## config.mk

```make
export PLATFORM = sky130hd
export DESIGN_NAME = calc1_unit_flat
export DESIGN_NICKNAME = d
export VERILOG_FILES = /design/src/rtl/calc1_unit_if.sv /design/src/rtl/calc1_unit.sv /design/src/flat_wrapper.sv
export SDC_FILE = /design/constraint.sdc
export NUM_CORES = 2
export LEC_CHECK = 0
export CAP_MARGIN = 20
export CORE_MARGIN = 2
export CORE_UTILIZATION = 59
export CTS_CLUSTER_SIZE = 14
export DETAILED_ROUTE_END_ITERATION = 7
export PLACE_DENSITY_LB_ADDON = 0.1
export SLEW_MARGIN = 10
export SYNTH_ARGS = -nofsm -noshare
export SYNTH_HDL_FRONTEND = slang
export SYNTH_SLANG_ARGS = --single-unit
```

## constraint.sdc

```tcl
create_clock -name c_clk -period 5.3 [get_ports c_clk]
set_clock_uncertainty 0.1 [all_clocks]
set_input_delay 0.795 -clock c_clk [delete_from_list [all_inputs] [get_ports c_clk]]
set_output_delay 0.795 -clock c_clk [all_outputs]
set_load 0.005 [all_outputs]
```

## src/rtl/calc1_unit_if.sv

```systemverilog
// calc1_unit_if: request and response buses for the four calculator ports
interface calc1_unit_if;
  logic [0:3]  req1_cmd_in, req2_cmd_in, req3_cmd_in, req4_cmd_in;
  logic [0:31] req1_data_in, req2_data_in, req3_data_in, req4_data_in;
  logic [1:0]  out_resp1, out_resp2, out_resp3, out_resp4;
  logic [0:31] out_data1, out_data2, out_data3, out_data4;
  modport master (
    output req1_cmd_in, req2_cmd_in, req3_cmd_in, req4_cmd_in,
    output req1_data_in, req2_data_in, req3_data_in, req4_data_in,
    input  out_resp1, out_resp2, out_resp3, out_resp4,
    input  out_data1, out_data2, out_data3, out_data4
  );
  modport slave (
    input  req1_cmd_in, req2_cmd_in, req3_cmd_in, req4_cmd_in,
    input  req1_data_in, req2_data_in, req3_data_in, req4_data_in,
    output out_resp1, out_resp2, out_resp3, out_resp4,
    output out_data1, out_data2, out_data3, out_data4
  );
endinterface

```

## src/rtl/calc1_unit.sv

```systemverilog
// calc1_unit: four independent 32-bit add/sub/shift command pipelines
module calc1_unit (
  input logic         c_clk,
  input logic [1:7]   reset,
  calc1_unit_if.slave bus
);
  typedef enum logic [1:0] {IDLE, OP2, EXEC} state_e;
  logic [0:3]  cmd_in [4];
  logic [0:31] din    [4];
  logic [1:0]  resp_o [4];
  logic [0:31] dout_o [4];
  logic        unused_rst;
  // only reset[1] is functional; the remaining bits are reserved
  assign unused_rst = ^reset[2:7];
  assign cmd_in[0] = bus.req1_cmd_in;
  assign cmd_in[1] = bus.req2_cmd_in;
  assign cmd_in[2] = bus.req3_cmd_in;
  assign cmd_in[3] = bus.req4_cmd_in;
  assign din[0] = bus.req1_data_in;
  assign din[1] = bus.req2_data_in;
  assign din[2] = bus.req3_data_in;
  assign din[3] = bus.req4_data_in;
  assign bus.out_resp1 = resp_o[0];
  assign bus.out_resp2 = resp_o[1];
  assign bus.out_resp3 = resp_o[2];
  assign bus.out_resp4 = resp_o[3];
  assign bus.out_data1 = dout_o[0];
  assign bus.out_data2 = dout_o[1];
  assign bus.out_data3 = dout_o[2];
  assign bus.out_data4 = dout_o[3];
  genvar p;
  generate
    for (p = 0; p < 4; p++) begin : g_port
      state_e      state_q, state_d;
      logic [0:3]  cmd_q, cmd_d;
      logic [0:31] op1_q, op1_d, op2_q, op2_d, dout_q, dout_d, diff;
      logic [1:0]  resp_q, resp_d;
      logic [32:0] sum;
      assign resp_o[p] = resp_q;
      assign dout_o[p] = dout_q;
      always_ff @(posedge c_clk) begin
        if (!reset[1]) begin
          state_q <= IDLE;
          cmd_q   <= '0;
          op1_q   <= '0;
          op2_q   <= '0;
          resp_q  <= '0;
          dout_q  <= '0;
        end else begin
          state_q <= state_d;
          cmd_q   <= cmd_d;
          op1_q   <= op1_d;
          op2_q   <= op2_d;
          resp_q  <= resp_d;
          dout_q  <= dout_d;
        end
      end
      // response defaults to zero so it is visible for exactly one cycle
      always_comb begin
        state_d = state_q;
        cmd_d   = cmd_q;
        op1_d   = op1_q;
        op2_d   = op2_q;
        resp_d  = '0;
        dout_d  = '0;
        sum     = {1'b0, op1_q} + {1'b0, op2_q};
        diff    = op1_q - op2_q;
        case (state_q)
          IDLE: if (cmd_in[p] != '0) begin
            cmd_d   = cmd_in[p];
            op1_d   = din[p];
            state_d = OP2;
          end
          OP2: begin
            op2_d   = din[p];
            state_d = EXEC;
          end
          EXEC: begin
            state_d = IDLE;
            case (cmd_q)
              4'd1:    {resp_d, dout_d} = sum[32] ? {2'd2, 32'd0} : {2'd1, sum[31:0]};
              4'd2:    {resp_d, dout_d} = (op2_q > op1_q) ? {2'd2, 32'd0} : {2'd1, diff};
              4'd5:    {resp_d, dout_d} = {2'd1, op1_q << op2_q[27:31]};
              4'd6:    {resp_d, dout_d} = {2'd1, op1_q >> op2_q[27:31]};
              default: resp_d = 2'd2;
            endcase
          end
          default: state_d = IDLE;
        endcase
      end
    end
  endgenerate
endmodule

```

## src/flat_wrapper.sv

```systemverilog
// flat-port wrapper written by rule: the top's interface ports become plain ports
module calc1_unit_flat 
  (c_clk, reset, bus_req1_cmd_in, bus_req2_cmd_in, bus_req3_cmd_in, bus_req4_cmd_in, bus_req1_data_in, bus_req2_data_in, bus_req3_data_in, bus_req4_data_in, bus_out_resp1, bus_out_resp2, bus_out_resp3, bus_out_resp4, bus_out_data1, bus_out_data2, bus_out_data3, bus_out_data4);
  calc1_unit_if bus_i ();
  input logic c_clk;
  input logic [1:7] reset;
  input wire logic [$bits(bus_i.req1_cmd_in)-1:0] bus_req1_cmd_in;
  input wire logic [$bits(bus_i.req2_cmd_in)-1:0] bus_req2_cmd_in;
  input wire logic [$bits(bus_i.req3_cmd_in)-1:0] bus_req3_cmd_in;
  input wire logic [$bits(bus_i.req4_cmd_in)-1:0] bus_req4_cmd_in;
  input wire logic [$bits(bus_i.req1_data_in)-1:0] bus_req1_data_in;
  input wire logic [$bits(bus_i.req2_data_in)-1:0] bus_req2_data_in;
  input wire logic [$bits(bus_i.req3_data_in)-1:0] bus_req3_data_in;
  input wire logic [$bits(bus_i.req4_data_in)-1:0] bus_req4_data_in;
  output wire logic [$bits(bus_i.out_resp1)-1:0] bus_out_resp1;
  output wire logic [$bits(bus_i.out_resp2)-1:0] bus_out_resp2;
  output wire logic [$bits(bus_i.out_resp3)-1:0] bus_out_resp3;
  output wire logic [$bits(bus_i.out_resp4)-1:0] bus_out_resp4;
  output wire logic [$bits(bus_i.out_data1)-1:0] bus_out_data1;
  output wire logic [$bits(bus_i.out_data2)-1:0] bus_out_data2;
  output wire logic [$bits(bus_i.out_data3)-1:0] bus_out_data3;
  output wire logic [$bits(bus_i.out_data4)-1:0] bus_out_data4;
  assign bus_i.req1_cmd_in = bus_req1_cmd_in;
  assign bus_i.req2_cmd_in = bus_req2_cmd_in;
  assign bus_i.req3_cmd_in = bus_req3_cmd_in;
  assign bus_i.req4_cmd_in = bus_req4_cmd_in;
  assign bus_i.req1_data_in = bus_req1_data_in;
  assign bus_i.req2_data_in = bus_req2_data_in;
  assign bus_i.req3_data_in = bus_req3_data_in;
  assign bus_i.req4_data_in = bus_req4_data_in;
  assign bus_out_resp1 = bus_i.out_resp1;
  assign bus_out_resp2 = bus_i.out_resp2;
  assign bus_out_resp3 = bus_i.out_resp3;
  assign bus_out_resp4 = bus_i.out_resp4;
  assign bus_out_data1 = bus_i.out_data1;
  assign bus_out_data2 = bus_i.out_data2;
  assign bus_out_data3 = bus_i.out_data3;
  assign bus_out_data4 = bus_i.out_data4;
  calc1_unit u_core (.c_clk(c_clk), .reset(reset), .bus(bus_i));
endmodule
```

## Word level (Yosys, flattened, before mapping)

Cells that the tools add are included.

- Bitwise gates (word level): 0
- Divide/modulo/power cells: 0
- Muxes and demuxes: 24
- Shift-type cells: 8
- Multiply operators: 0
- Reduce and logical (&&, ||, !) cells: 20
- $add $sub $neg: 8
- Equality and inequality tests: 28
- Order comparisons: 4

Operators with widths:

| kind | number |
|---|---|
| $pmux 32 s4 | 4 |
| $mux 34 | 8 |
| $add 32x32->33 | 4 |
| $gt 32x32->1 | 4 |
| $shl 32x5->32 | 4 |
| $shr 32x5->32 | 4 |
| $sub 32x32->32 | 4 |
| $eq 4x3->1 const B | 8 |
| $pmux 2 s3 | 4 |
| $eq 4x1->1 const B | 4 |
| $eq 4x2->1 const B | 4 |
| $pmux 2 s2 | 4 |
| $reduce_and 2->1 | 8 |
| $reduce_bool 4->1 | 4 |
| $eq 2x1->1 const B | 4 |
| $eq 2x2->1 const B | 4 |
| $logic_not 2->1 | 4 |
| $mux 2 | 4 |
| $ne 2x1->1 const B | 4 |
| $reduce_or 2->1 | 4 |

- Flip-flop bits (word level): 416
- Memory bits (read-only): 0
- Input bits: 152
- RAM bits: 0
- Word-level logic and storage cells: 116
- Output and inout port bits: 136
- Memories: 0
- Bits in latches: 0

## Logic depth before layout (Yosys ltp)

- Depth after elaboration: 3
- Gate-level depth with buffers: 19

## Worst setup path after synthesis

No wires, ideal clock.

- Path kind: reg2reg
- Start point: register u_core.g_port[0].op2_q[29] in the netlist's numbering
- End point: register u_core.g_port[0].dout_q, in the netlist u_core.bus.out_data1[19]
- Setup time: 0.128 ns
- Data arrival time: 3.928 ns
- Data required time: 5.072 ns
- Path slack: 1.145 ns
- Stages on the path, launching flop included: 19
- Path through: dfxtp_1 clkbuf_1 clkinv_1 buf_1 buf_1 ha_1 buf_2 and2b_1 o2111ai_2 nand3_1 a221oi_4 o31ai_1 a21oi_1 o21a_1 o21ai_1 buf_6 a221o_1 a211oi_1 nor2_1

- Word-level cells in the longest chain between the ends: 3

RTL lines:

| element | RTL line | text |
|---|---|---|
| start: declaration | calc1_unit.sv:36 | `logic [0:31] op1_q, op1_d, op2_q, op2_d, dout_q, dout_d, diff;` |
| start signal: assignment | calc1_unit.sv:53 | `op2_q <= op2_d;` |
| $sub 32x32->32, or another cell as far along | calc1_unit.sv:67 | `diff = op1_q - op2_q;` |
| $mux 34 (on tied branches) | calc1_unit.sv:82, calc1_unit.sv:81 |  |
| $pmux 32 s4 * | calc1_unit.sv:80 | `case (cmd_q)` |
| end signal: assignment | calc1_unit.sv:55 | `dout_q <= dout_d;` |
| end: declaration | calc1_unit.sv:36 |  |

Every way passes the cells marked *; elsewhere a longest branch is shown, timed or not.
A chain may end at the register's enable or synchronous reset.

## Worst setup path after layout

- Start point: register u_core.g_port[2].op1_q[31] in the netlist's numbering
- End point: register u_core.g_port[2].dout_q, in the netlist u_core.bus.out_data3[16]

- Word-level cells in the longest chain between the ends: 3

RTL lines:

| element | RTL line | text |
|---|---|---|
| start: declaration | calc1_unit.sv:36 |  |
| start signal: assignment | calc1_unit.sv:52 | `op1_q <= op1_d;` |
| $sub 32x32->32, or another cell as far along | calc1_unit.sv:67 |  |
| $mux 34 (on tied branches) | calc1_unit.sv:82, calc1_unit.sv:81 |  |
| $pmux 32 s4 * | calc1_unit.sv:80 |  |
| end signal: assignment | calc1_unit.sv:55 |  |
| end: declaration | calc1_unit.sv:36 |  |

Marked as above.

==> impl_metrics.env <==
export IMPL_worst_pin_slew_ns=0.983
export IMPL_hp_start="u_core.g_port[1].cmd_q[3]"
export IMPL_setup_worst_path_end_class="flop"
export IMPL_cts_sinks=416
export IMPL_path_clk_slew_ns=0.06
export IMPL_nFillCells=6176
export IMPL_cts_resized=0
export IMPL_cts_hold_fix_buffers=0
export IMPL_regArea_mm2=0.00835
export IMPL_hold_path_class="reg -> reg"
export IMPL_final_core_util_pct=66.7
export IMPL_cts_root_buf="clkbuf_16"
export IMPL_syn_num_nets=6233
export IMPL_synth_area_per_cell_um2=7.07
export IMPL_ir_worst_vdd_v=0.000285
export IMPL_dp_final_hpwl_um=112000
export IMPL_synth_area_leaders="dfxtp_1 20%, ha_1 8.0%, nand2_1 7.8%"
export IMPL_die_w_um=268
export IMPL_final_nets=6241
export IMPL_use_met2_pct=60.0
export IMPL_die_area_mm2=0.0717
export IMPL_wl_per_cell_um=21.9
export IMPL_drive_above_1_share_pct=6.20
export IMPL_worstSetupPathType="reg -> reg"
export IMPL_relSlewSlack_pct=34.5
export IMPL_rsz0062_at_grt="no"
export IMPL_fmax_mhz=217
export IMPL_drc=0
export IMPL_cp_start_kind="flop"
export IMPL_wirelength_um=149000
export IMPL_initial_core_util_pct=59.8
export IMPL_finalCritPeriodShare_pct=86.8
export IMPL_crit_path_max_fanout=18
export IMPL_synth_edf_count=0
export IMPL_synth_commonest_cells="850 x nand2_1, 606 x nor2_1, 552 x a21oi_1"
export IMPL_synth_most_common_cell="nand2_1"
export IMPL_fp_dieH_um=268
export IMPL_vias=44600
export IMPL_io_pins=288
export IMPL_power_density_mw_per_mm2=266
export IMPL_netlist_area_mm2=0.0411
export IMPL_arrival_ns=4.96
export IMPL_synth_top_cell_area_share_pct=20.3
export IMPL_place_congestion=1.03
export IMPL_core_mm2=0.0687
export IMPL_total_power_mw=12.2
export IMPL_worstPathRequired_ns=5.66
export IMPL_vias_per_cell=6.58
export IMPL_yosys_area_top_type="dfxtp_1"
export IMPL_maxCapViolCount=0
export IMPL_area_growth_pct=11.6
export IMPL_ant_nets=0
export IMPL_multi_input_area_mm2=0.0301
export IMPL_grt_max_degree=113
export IMPL_synth_cell_types=103
export IMPL_grt_pass1_vias=40100
export IMPL_leakagePower_nw=17.6
export IMPL_synthCells=5809
export IMPL_async_flop_share_pct=0
export IMPL_setup_viol=0
export IMPL_ys_flop_type="dfxtp_1"
export IMPL_cts_buffer_depth=3
export IMPL_drv_slew=0
export IMPL_gr_usage_met1_pct=56.7
export IMPL_ys_seq_elements=416
export IMPL_rows=96
export IMPL_ys_seq_area_share_pct=20.3
export IMPL_cts_made_buffers=47
export IMPL_overflow=0
export IMPL_grt_usage_pct=39.8
export IMPL_status="completed"
export IMPL_dpl_cell_count=6699
export IMPL_h_tree_depth=2
export IMPL_drt_pass1_iter_count=6
export IMPL_finalSetupTns_ns=0
export IMPL_grt_pass1_wl_um=229000
export IMPL_grt_busiest_layer="met2"
export IMPL_cts_tree="yes"
export IMPL_gr_usage_met3_pct=6.85
export IMPL_hold_viol=0
export IMPL_clk_latency_ns=0.62
export IMPL_yosys_warnings=0
export IMPL_io_buffers=281
export IMPL_antenna_found_initial=1
export IMPL_critPathLaunch="u_core.g_port[2].op1_q[31]"
export IMPL_min_period_ns=4.60
export IMPL_rr_startpoint="u_core.g_port[2].op1_q[31]"
export IMPL_layout_cells_non_filler=6785
export IMPL_cts_setup_buffers=0
export IMPL_drtIter0Drc=6053
[metrics by stage]
| step | area, um2 | setup WS (ns) | hold slack (ns) |
|---|---|---|---|
| 3_5_place_dp | 44100 | 0.804 | 0.373 |
| 4_1_cts | 45800 | 0.768 | 0.381 |
| 6_report | 45800 | 0.700 | 0.381 |
| 5_1_grt | 45800 | 0.517 | 0.404 |
| 3_3_place_gp | 44100 | 0.862 | 0.364 |
| 2_1_floorplan | 41100 | 1.14 | 0.352 |
[critical path: stages (launching register included)]
cell and delay [ns]:
dfxtp_1 0.47, ha_1 0.23, inv_1 0.07, fa_1 0.42, o21ba_2 0.23, o21ai_2 0.19, a2111oi_4 0.12, o31a_1 0.36
o21ai_2 0.33, a21oi_2 0.12, o31ai_4 0.41, a211o_1 0.21, buf_4 0.24, o22ai_1 0.12, o21ai_0 0.61, a21oi_1 0.20
[logic make-up after synthesis]
logic type / count (synthesis) / share of synthesized area, %
compound gates: 2095 / 33.2
flops: 416 / 20.3
mux: 276 / 8.63
buf+inv: 694 / 6.61
fa+ha+maj: 272 / 8.43
simple gates: 1946 / 20.4
xor+xnor: 110 / 2.35
[flip-flops by register name, indices dropped and copies added, names as in the netlist]
| name | count |
|---|---|
| u_core.g_port.state_q | 8 |
| u_core.g_port.op1_q | 128 |
| u_core.g_port.cmd_q | 16 |
| u_core.g_port.op2_q | 128 |
| u_core.bus.out_resp1 | 2 |
| u_core.bus.out_data2 | 32 |
| u_core.bus.out_data1 | 32 |
| u_core.bus.out_resp4 | 2 |
| u_core.bus.out_data3 | 32 |
| u_core.bus.out_resp2 | 2 |
| u_core.bus.out_data4 | 32 |
| u_core.bus.out_resp3 | 2 |
[per-layer routing]
layer / vias to the layer above / part of all wire (%)
met5: - / 0
met4: 0 / 3.9
met3: 355 / 11
met2: 2685 / 43
met1: 20800 / 42
li1: 20800 / -
[placed cells by master (no fill, tap or decap), drive strengths merged, types with 127 or more instances in the layout]
| cell | synthesis | final |
|---|---|---|
| nand2 | 850 | 850 |
| nor2 | 607 | 607 |
| a21oi | 555 | 555 |
| o21ai | 432 | 432 |
| dfxtp | 416 | 416 |
| clkdlybuf4s50 | 0 | 280 |
| inv | 271 | 277 |
| a21boi | 274 | 274 |
| ha | 264 | 264 |
| mux2i | 182 | 182 |
| o22ai | 127 | 127 |
[power by group]
group	switching, mW	internal [mW]
logic	3.14	1.81
registers	0.319	3.31
clock network	1.48	2.13
total	4.93	7.25
[final cells by class]
type,count,share of cell area [%]
Inverter,284,2.33
Timing Repair Buffer,369,7.61
Antenna cell,1,0.00546
Tap cell,931,2.54
Clock buffer,56,2.80
Clock inverter,29,0.857
Multi-Input combinational cell,4699,65.6
Sequential cell,416,18.2
[path summary, 6_finish.rpt]
| kind | endpoint | slack (ns) | depth (start not counted) |
|---|---|---|---|
| setup / recovery | u_core.bus.out_data3[16] | 0.70 | 15 |
| hold / removal | u_core.g_port[1].cmd_q[3] | 0.38 | 2 |
| setup reg to reg | u_core.bus.out_data3[16] | 0.70 | 15 |
| hold reg to reg | u_core.g_port[1].cmd_q[3] | 0.38 | 2 |
Power figures use the tool's default switching activity.
